<file path="config.mk">
export PLATFORM = sky130hd
export DESIGN_NAME = multi_button_control
export DESIGN_NICKNAME = d
export VERILOG_FILES = /design/src/rtl/vote_pkg.sv /design/src/rtl/button_channel.sv /design/src/rtl/multi_button_control.sv
export SDC_FILE = /design/constraint.sdc
export NUM_CORES = 1
export LEC_CHECK = 0
export ABC_AREA = 1
export CORE_UTILIZATION = 25
export CTS_CLUSTER_SIZE = 20
export DETAILED_ROUTE_END_ITERATION = 8
export DONT_BUFFER_PORTS = 1
export HOLD_SLACK_MARGIN = 0.05
export MAX_ROUTING_LAYER = met4
export PLACE_DENSITY = 0.35
export SETUP_SLACK_MARGIN = 0.5
export SLEW_MARGIN = 10
export SYNTH_ARGS = -nofsm -noshare
export SYNTH_HDL_FRONTEND = slang
export SYNTH_SLANG_ARGS = --single-unit
</file>
<file path="constraint.sdc">
create_clock -name clk -period 1.52 [get_ports clk]
set_input_delay 0.076 -clock clk [delete_from_list [all_inputs] [get_ports clk]]
set_output_delay 0.076 -clock clk [all_outputs]
set_load 0.03 [all_outputs]
</file>
<file path="src/rtl/vote_pkg.sv">
// Shared types and width helpers for the multi-button vote qualifier.
package vote_pkg;

   typedef enum logic [1:0] {
      IDLE     = 2'd0,
      COUNT    = 2'd1,
      FIRE     = 2'd2,
      WAIT_REL = 2'd3
   } ch_state_e;

   function automatic int cnt_w(input int hold, input int rel);
      return $clog2(((hold > rel) ? hold : rel) + 1);
   endfunction

   function automatic int idx_w(input int n);
      return (n > 1) ? $clog2(n) : 1;
   endfunction

endpackage

</file>
<file path="src/rtl/button_channel.sv">
// One candidate channel: qualifies a held press, emits a one-cycle FIRE state,
// then waits for a sustained release before re-arming.
module button_channel
   import vote_pkg::*;
#(
   parameter int HOLD_CYCLES    = 10,
   parameter int RELEASE_CYCLES = 4,
   parameter int CNT_W          = cnt_w(HOLD_CYCLES, RELEASE_CYCLES)
) (
   input  logic clk,
   input  logic reset,
   input  logic enable_i,
   input  logic btn_i,
   output logic fire_o,
   output logic idle_o
);

   localparam logic [CNT_W-1:0] HOLD_C   = CNT_W'(HOLD_CYCLES);
   localparam logic [CNT_W-1:0] REL_LAST = CNT_W'(RELEASE_CYCLES - 1);

   ch_state_e        state_q, state_d;
   logic [CNT_W-1:0] cnt_q, cnt_d;

   always_ff @(posedge clk) begin
      if (reset) begin
         state_q <= WAIT_REL;
         cnt_q   <= '0;
      end else begin
         state_q <= state_d;
         cnt_q   <= cnt_d;
      end
   end

   always_comb begin
      state_d = state_q;
      cnt_d   = cnt_q;
      if (!enable_i) begin
         state_d = WAIT_REL;
         cnt_d   = '0;
      end else begin
         case (state_q)
            IDLE: begin
               if (btn_i) begin
                  state_d = COUNT;
                  cnt_d   = CNT_W'(1);
               end else begin
                  cnt_d = '0;
               end
            end
            COUNT: begin
               // A fully counted press fires even if the button drops on this edge.
               if (cnt_q >= HOLD_C) begin
                  state_d = FIRE;
                  cnt_d   = '0;
               end else if (!btn_i) begin
                  state_d = IDLE;
                  cnt_d   = '0;
               end else begin
                  cnt_d = cnt_q + CNT_W'(1);
               end
            end
            FIRE: begin
               state_d = WAIT_REL;
               cnt_d   = '0;
            end
            default: begin
               if (btn_i) begin
                  cnt_d = '0;
               end else if (cnt_q >= REL_LAST) begin
                  state_d = IDLE;
                  cnt_d   = '0;
               end else begin
                  cnt_d = cnt_q + CNT_W'(1);
               end
            end
         endcase
      end
   end

   assign fire_o = (state_q == FIRE);
   assign idle_o = (state_q == IDLE);

endmodule

</file>
<file path="src/rtl/multi_button_control.sv">
// Multi-channel vote qualifier: one button_channel per candidate, plus the
// global accept/conflict decision and registered vote outputs.
module multi_button_control
   import vote_pkg::*;
#(
   parameter int  NUM_BUTTONS    = 4,
   parameter int  HOLD_CYCLES    = 10,
   parameter int  RELEASE_CYCLES = 4,
   localparam int IDX_W          = idx_w(NUM_BUTTONS)
) (
   input  logic                   clk,
   input  logic                   reset,
   input  logic                   enable,
   input  logic [NUM_BUTTONS-1:0] button,
   output logic                   valid_vote,
   output logic [IDX_W-1:0]       vote_idx,
   output logic [NUM_BUTTONS-1:0] vote_sel,
   output logic                   conflict,
   output logic                   busy
);

   localparam int CNT_W = cnt_w(HOLD_CYCLES, RELEASE_CYCLES);

   logic [NUM_BUTTONS-1:0] fire, idle;
   logic [IDX_W-1:0]       fire_idx;
   logic                   multi_fire, others_active, vote_ok;

   logic                   valid_q, valid_d, conflict_q, conflict_d;
   logic [IDX_W-1:0]       idx_q, idx_d;
   logic [NUM_BUTTONS-1:0] sel_q, sel_d;

   for (genvar g = 0; g < NUM_BUTTONS; g++) begin : g_ch
      button_channel #(
         .HOLD_CYCLES    (HOLD_CYCLES),
         .RELEASE_CYCLES (RELEASE_CYCLES),
         .CNT_W          (CNT_W)
      ) u_ch (
         .clk      (clk),
         .reset    (reset),
         .enable_i (enable),
         .btn_i    (button[g]),
         .fire_o   (fire[g]),
         .idle_o   (idle[g])
      );
   end

   always_comb begin
      fire_idx = '0;
      for (int i = 0; i < NUM_BUTTONS; i++) begin
         if (fire[i]) fire_idx = IDX_W'(i);
      end
   end

   // More than one bit set iff clearing the lowest set bit leaves something.
   assign multi_fire    = |(fire & (fire - NUM_BUTTONS'(1)));
   assign others_active = |(button & ~fire);
   assign vote_ok       = (|fire) && !multi_fire && !others_active;

   always_comb begin
      valid_d    = 1'b0;
      conflict_d = 1'b0;
      idx_d      = '0;
      sel_d      = '0;
      if (enable && (|fire)) begin
         if (vote_ok) begin
            valid_d = 1'b1;
            idx_d   = fire_idx;
            sel_d   = fire;
         end else begin
            conflict_d = 1'b1;
         end
      end
   end

   always_ff @(posedge clk) begin
      if (reset) begin
         valid_q    <= 1'b0;
         conflict_q <= 1'b0;
         idx_q      <= '0;
         sel_q      <= '0;
      end else begin
         valid_q    <= valid_d;
         conflict_q <= conflict_d;
         idx_q      <= idx_d;
         sel_q      <= sel_d;
      end
   end

   assign valid_vote = valid_q;
   assign conflict   = conflict_q;
   assign vote_idx   = idx_q;
   assign vote_sel   = sel_q;
   assign busy       = ~&idle;

endmodule

</file>
==> results of run 1 <==
-- worst paths after layout --
check | to | depth (start not counted) | slack [ps]
max | busy | 4 | 260
min | g_ch[1].u_ch.state_q[0] | 3 | 80
max reg2reg | vote_sel[2] | 9 | 300
min reg2reg | g_ch[1].u_ch.cnt_q[0] | 1 | 470
-- cells by family after synthesis --
family,count (synthesis)
adder cells (fa/ha/maj),8
AND/OR/NAND/NOR,136
buffers and inverters,35
flip-flops,32
AO/OA/AOI/OAI,22
XOR/XNOR,5
-- registers in the layout, indices dropped and copies added (netlist names) --
| name | cells |
|---|---|
| g_ch.u_ch.cnt_q | 16 |
| g_ch.u_ch.state_q | 8 |
| vote_sel | 4 |
| vote_idx | 2 |
| conflict | 1 |
| valid_vote | 1 |
-- power by group through the flow --
stage	logic, µW	registers [µW]	clock network (µW)
2_1_floorplan	126	896	0
3_3_place_gp	158	902	0
3_5_place_dp	155	901	0
4_1_cts	234	867	870
5_1_grt	334	870	902
6_report	304	868	825
-- through the flow --
stage                     cell area (µm²)  setup slack, ps  total power [µW]  std cells  utilization [%]
after floorplan                      1730              462              1020        238                -
after global placement               1830              312              1060        315             28.8
after detailed placement             1830              332              1060        315             28.8
after CTS                            2300              259              1970        346             36.2
after global routing                 2600              200              2110        361             41.0
final                                2600              263              2000        361             41.0
-- layout by cell type (no fill, tap or decap), types with 3 or more instances in the layout --
cell type      synthesis  final
o21ai_1                0      4
nand3_2                1     10
dfxtp_1               32     16
o21ai_0               14      3
o211ai_1               3      3
clkbuf_8               0      5
nand3_1               23     13
o21ai_2                0      7
xor2_1                 3      3
nor2_1                37     23
nand2_2                6     17
inv_2                  5     20
nor2_2                 1     10
dlygate4sd3_1          0      7
inv_1                 29     13
nand2_1               57     34
ha_4                   0      5
dfxtp_4                0      8
dfxtp_2                0      8
buf_6                  0      4
nor2_4                 2      7
nand2_4                0     11
nand4_1                4      4
buf_4                  0     28
-- per-layer routing --
layer / vias to the layer above / wire length, µm
met1: 752 / 2090
met5: - / 0
met4: 0 / 48
met3: 5 / 144
li1: 848 / -
met2: 19 / 2280
-- area by class of cell --
cell class | count | area share [%]
timing repair buffer | 39 | 12.5
tap | 77 | 3.70
multi-input combinational | 171 | 48.3
clock buffer | 5 | 2.65
inverter | 34 | 5.00
sequential | 32 | 26.2
clock inverter | 3 | 1.64
-- worst max-delay path, delay by kind of cell, from the launching register on --
family | cells | cell delay [ps]
DFF | 1 | 350
and+or+nand+nor | 2 | 400
buffers and inverters | 2 | 140
-- timing repair --
item	CTS	global route
setup buffers	19	12
pin swaps	23	32
gates resized for setup	61	50
hold buffers	4	3
hold endpoints to repair	16	6
endpoints found under the setup margin	33	33
==> flow_summary.json, run 1 <==
{
  "cts_buffers": 5,
  "fill_cells": 640,
  "muxShareOfSynthArea_pct": 0,
  "drv_slew": 0,
  "timing.hold.ws_ps": 80.6,
  "fin_nets": 298,
  "rows": 29,
  "die_area_mm2": 0.00691,
  "htree_levels": 2,
  "worstReg2RegStart": "g_ch[2].u_ch.state_q[0]",
  "num_vias": 1624,
  "diodes": 0,
  "ir_worst_vdd_v": 0.000688,
  "grt_pass1_wl_mm": 7.00,
  "synthTopCellsByArea": "dfxtp_1 (39%), nand2_1 (13%), nor2_1 (8.4%), nand3_1 (7.0%), inv_1 (6.6%)",
  "powerDensity_mw_per_mm2": 768,
  "ys_dominant_reg_cell": "dfxtp_1",
  "ant_nets": 0,
  "critPathLaunch": "g_ch[3].u_ch.state_q[1]",
  "status": "complete, no violations",
  "comb_power_share_pct": 15.2,
  "worstPathArrival_ps": 1180,
  "p_switching_uw": 530,
  "track_usage_pct": 13.1,
  "yosysMostFrequentCell": "nand2_1",
  "hpwl_mm": 2.86,
  "use_met3_pct": 3.28,
  "synth-xor-area-share_pct": 2.66,
  "grt_start_max_net_pins": 12,
  "syn_area_mm2": 0.00165,
  "cp_slowest_stage_delay_ps": 350,
  "synth-async-reset-ratio_pct": 0,
  "p_sw_share_pct": 26.6,
  "cts_tree": "built",
  "clock_latency_ps": 290,
  "ys_ff_latch": 32,
  "grt_overflow": 0,
  "core-area_mm2": 0.00635,
  "use_met1_pct": 15.2,
  "first_iter_violations": 53,
  "relSlewSlack_pct": 73.0,
  "layout-drive-gt1-share_pct": 54.2,
  "clockBufferDepth": 2,
  "cp_cell_sequence": "inv_2, nand2_2, inv_2, nand4_1",
  "synth_warnings": 0,
  "hold_viol": 0,
  "synthTopCellsByCount": "nand2_1 (57), nor2_1 (37), dfxtp_1 (32)",
  "grt_pass1_vias": 1541,
  "hold_class": "in -> reg",
  "start_util_pct": 25.9,
  "pwr-share-seq_pct": 43.5,
  "syn2layout_area_growth_pct": 58.0,
  "cts.sink_count": 32,
  "clock_skew_ps": 6.29,
  "synth-seq-area-share_pct": 38.9,
  "max_freq_mhz": 795,
  "viasPerCell": 4.50,
  "leakage_uw": 0.00116,
  "synth.largest_area_cell": "dfxtp_1",
  "required_ps": 1440,
  "final-setup-viol-count": 0,
  "rsz0062_at_grt": "yes",
  "grt_busiest_layer": "met2",
  "setup_tns_ps": 0,
  "firstDrtPassIters": 4,
  "fp.dieH_um": 83.2,
  "portBuffers": 0,
  "seqCellArea_um2": 681,
  "synthAdderAreaFrac_pct": 6.08,
  "synth_fp_nets": 253,
  "synth_edf_count": 0,
  "die_w_um": 83.2,
  "p_int_uw": 1470,
  "clk_pin_slew_ps": 70,
  "wl_mm": 4.56,
  "synth-compound-area-share_pct": 7.22,
  "synthSimpleGateAreaFrac_pct": 37.1,
  "crit_type": "reg -> out",
  "antenna_found_initial": 0,
  "crit_fanout": 3,
  "cp_common_cell": "inv_2",
  "synthCells": 238,
  "drv_cap": 0,
  "min_period_ps": 1260,
  "root_buffer": "clkbuf_8",
  "synth.avg_cell_area_um2": 6.92,
  "gr-usage-met2_pct": 22.1,
  "end_kind": "primary output",
  "drc_errors": 0,
  "post-route-period-util_pct": 82.7,
  "cp-start-kind": "flop",
  "clkPwrFrac_pct": 41.3,
  "multi_input_area_mm2": 0.00126,
  "synth_top_family_by_area": "simple AND/OR/NAND/NOR gates",
  "ys_types": 22,
  "wire_per_inst_um": 12.6,
  "tightest_slew_ps": 404,
  "cp_slowest_cell": "dfxtp_4",
  "io_pins": 16,
  "gp_congestion": 0.739,
  "hp-start": "reset",
  "synth_top_area_share_pct": 38.9
}
(Power assumes the default switching activity.)
==> inputs of run 2 (changes only) <==
PLACE_DENSITY = 0.37   (was 0.35)
clock period = 1.05 ns   (was 1.52 ns; I/O delays follow)
==> run 2 against run 1 <==
The run now ends with negative hold slack, negative setup slack left. Cell area up 1.8%. Clock power up 26%. Via count increased by 0.12%. Worst setup slack worse by 470 ps. Routed wire length down 7.6%. Clock skew decreased by 1.2 ps. Cell count rose by 1.7%.
==> flow_summary.json, run 2 (synthesized netlist as in run 1, its figures left out) <==
{
  "drv_slew": 0,
  "timing.hold.ws_ps": -75.1,
  "core-area_mm2": 0.00635,
  "ir_worst_vdd_v": 0.000559,
  "hold_viol": 11,
  "grt_pass1_vias": 1588,
  "status": "complete, but fails checks",
  "max_freq_mhz": 797,
  "root_buffer": "clkbuf_8",
  "hpwl_mm": 2.94,
  "violations": "negative hold slack, negative setup slack",
  "syn2layout_area_growth_pct": 60.8,
  "post-route-util_pct": 41.7,
  "largest_reg_flops": 16,
  "num_vias": 1626,
  "required_ps": 1000,
  "largest_register": "g_ch.u_ch.cnt_q",
  "gp_congestion": 0.763,
  "ant_nets": 0,
  "end_kind": "primary output",
  "hold_class": "in -> reg",
  "first_iter_violations": 51,
  "cp-start-kind": "flop",
  "crit_type": "reg -> out",
  "grt_pass1_wl_mm": 6.91,
  "multi_input_area_mm2": 0.00124,
  "fin_nets": 305,
  "crit_fanout": 2,
  "drv_cap": 0,
  "layout-drive-gt1-share_pct": 58.6,
  "worst_slack_ps": -204,
  "viasPerCell": 4.43,
  "io_pins": 16,
  "final_cell_mix": "buf_4 (38), nand2_1 (36), nor2_1 (21)",
  "cts.sink_count": 32,
  "cp_common_cell": "buf_6",
  "rsz0062_at_grt": "yes",
  "cp_cell_sequence": "buf_6, nor2_4, buf_4, nand4_1, buf_6",
  "firstDrtPassIters": 4,
  "final_common_cell": "buf_4",
  "grt_start_max_net_pins": 11,
  "relSlewSlack_pct": 79.0,
  "wl_mm": 4.22,
  "worst-r2r-setup-slack_ps": -180,
  "final-setup-viol-count": 31,
  "tightest_slew_ps": 315,
  "clockBufferDepth": 2,
  "seqCellArea_um2": 701,
  "rows": 29,
  "track_usage_pct": 12.9,
  "fp.dieH_um": 83.2,
  "leakage_uw": 0.00121,
  "post-route-period-util_pct": 119,
  "cts_buffers": 5,
  "min_period_ps": 1250,
  "cts_tree": "built",
  "htree_levels": 2,
  "wl_met1_mm": 2.01,
  "antenna_found_initial": 0,
  "top_layer": "met4",
  "die_area_mm2": 0.00691,
  "pre_cts_slack_ps": -117,
  "wire_per_inst_um": 11.5,
  "clock_latency_ps": 280,
  "die_w_um": 83.2,
  "clk_pin_slew_ps": 70,
  "diodes": 0,
  "grt_overflow": 0,
  "powerDensity_mw_per_mm2": 1010,
  "fill_cells": 658,
  "wl_met2_mm": 2.05,
  "wl_met3_um": 112,
  "cp_slowest_cell": "dfxtp_2",
  "cp_slowest_stage_delay_ps": 330,
  "start_util_pct": 25.9,
  "portBuffers": 0,
  "drc_errors": 0,
  "clock_skew_ps": 5.07,
  "worstPathArrival_ps": 1200
}
-- run 2: cell count changes in the layout (fill, tap and decap cells not counted), sizes merged --
cell	before	now
buf	32	46
bufinv	1	0
clkbuf	5	7
clkinv	1	0
clkinvlp	1	0
dlygate4sd3	7	0
-- run 2: path summary, 6_finish.rpt --
check                           from                      end  cells after the start
max          g_ch[0].u_ch.state_q[0]                     busy                      5
min                        button[0]    g_ch[0].u_ch.cnt_q[2]                      2
max reg2reg  g_ch[2].u_ch.state_q[0]              vote_idx[0]                      9
min reg2reg  g_ch[2].u_ch.state_q[1]  g_ch[2].u_ch.state_q[1]                      2
-- run 2: worst max-delay path: cells and delay by family (launching register included) --
family	cells	cell delay, ps
simple gates	2	190
flops	1	330
buf+inv	3	410
-- run 2: per-layer routing --
metal,global-route usage (%),vias up
met4,4.70,0
met5,-,-
li1,-,860
met3,3.28,4
met2,20.9,15
met1,15.3,747
-- run 2: metrics by stage --
step	hold WS [ps]	TNS (ps)	area (µm²)	power, µW	instances
detailed placement	217	-2340	2090	1600	349
CTS	-83.5	-3180	2440	2700	363
global route	-83.6	-5450	2650	2830	367
global placement	217	-2430	2090	1600	349
finish	-75.1	-2960	2650	2690	367
floorplan	198	-18.4	1730	1480	238
-- run 2: repair_timing --
action                                  CTS  global route
endpoints found under the setup margin   41            41
hold endpoints to repair                 11            11
setup buffers                             7             4
gates resized for setup                  73            47
pin swaps                                19            26
-- run 2: cell type report --
cell class / count / share of cell area (%)
Timing Repair Buffer: 46 / 14.2
Multi-Input combinational cell: 171 / 46.9
Inverter: 34 / 5.20
Sequential cell: 32 / 26.5
Tap cell: 77 / 3.64
Clock buffer: 7 / 3.64
-- run 2: where the power goes --
| part | switching, µW | internal [µW] | leakage [µW] | total [µW] |
|---|---|---|---|---|
| clock | 453 | 584 | 0.0000503 | 1040 |
| sequential | 34.1 | 1220 | 0.000267 | 1250 |
| combinational | 220 | 179 | 0.000894 | 400 |
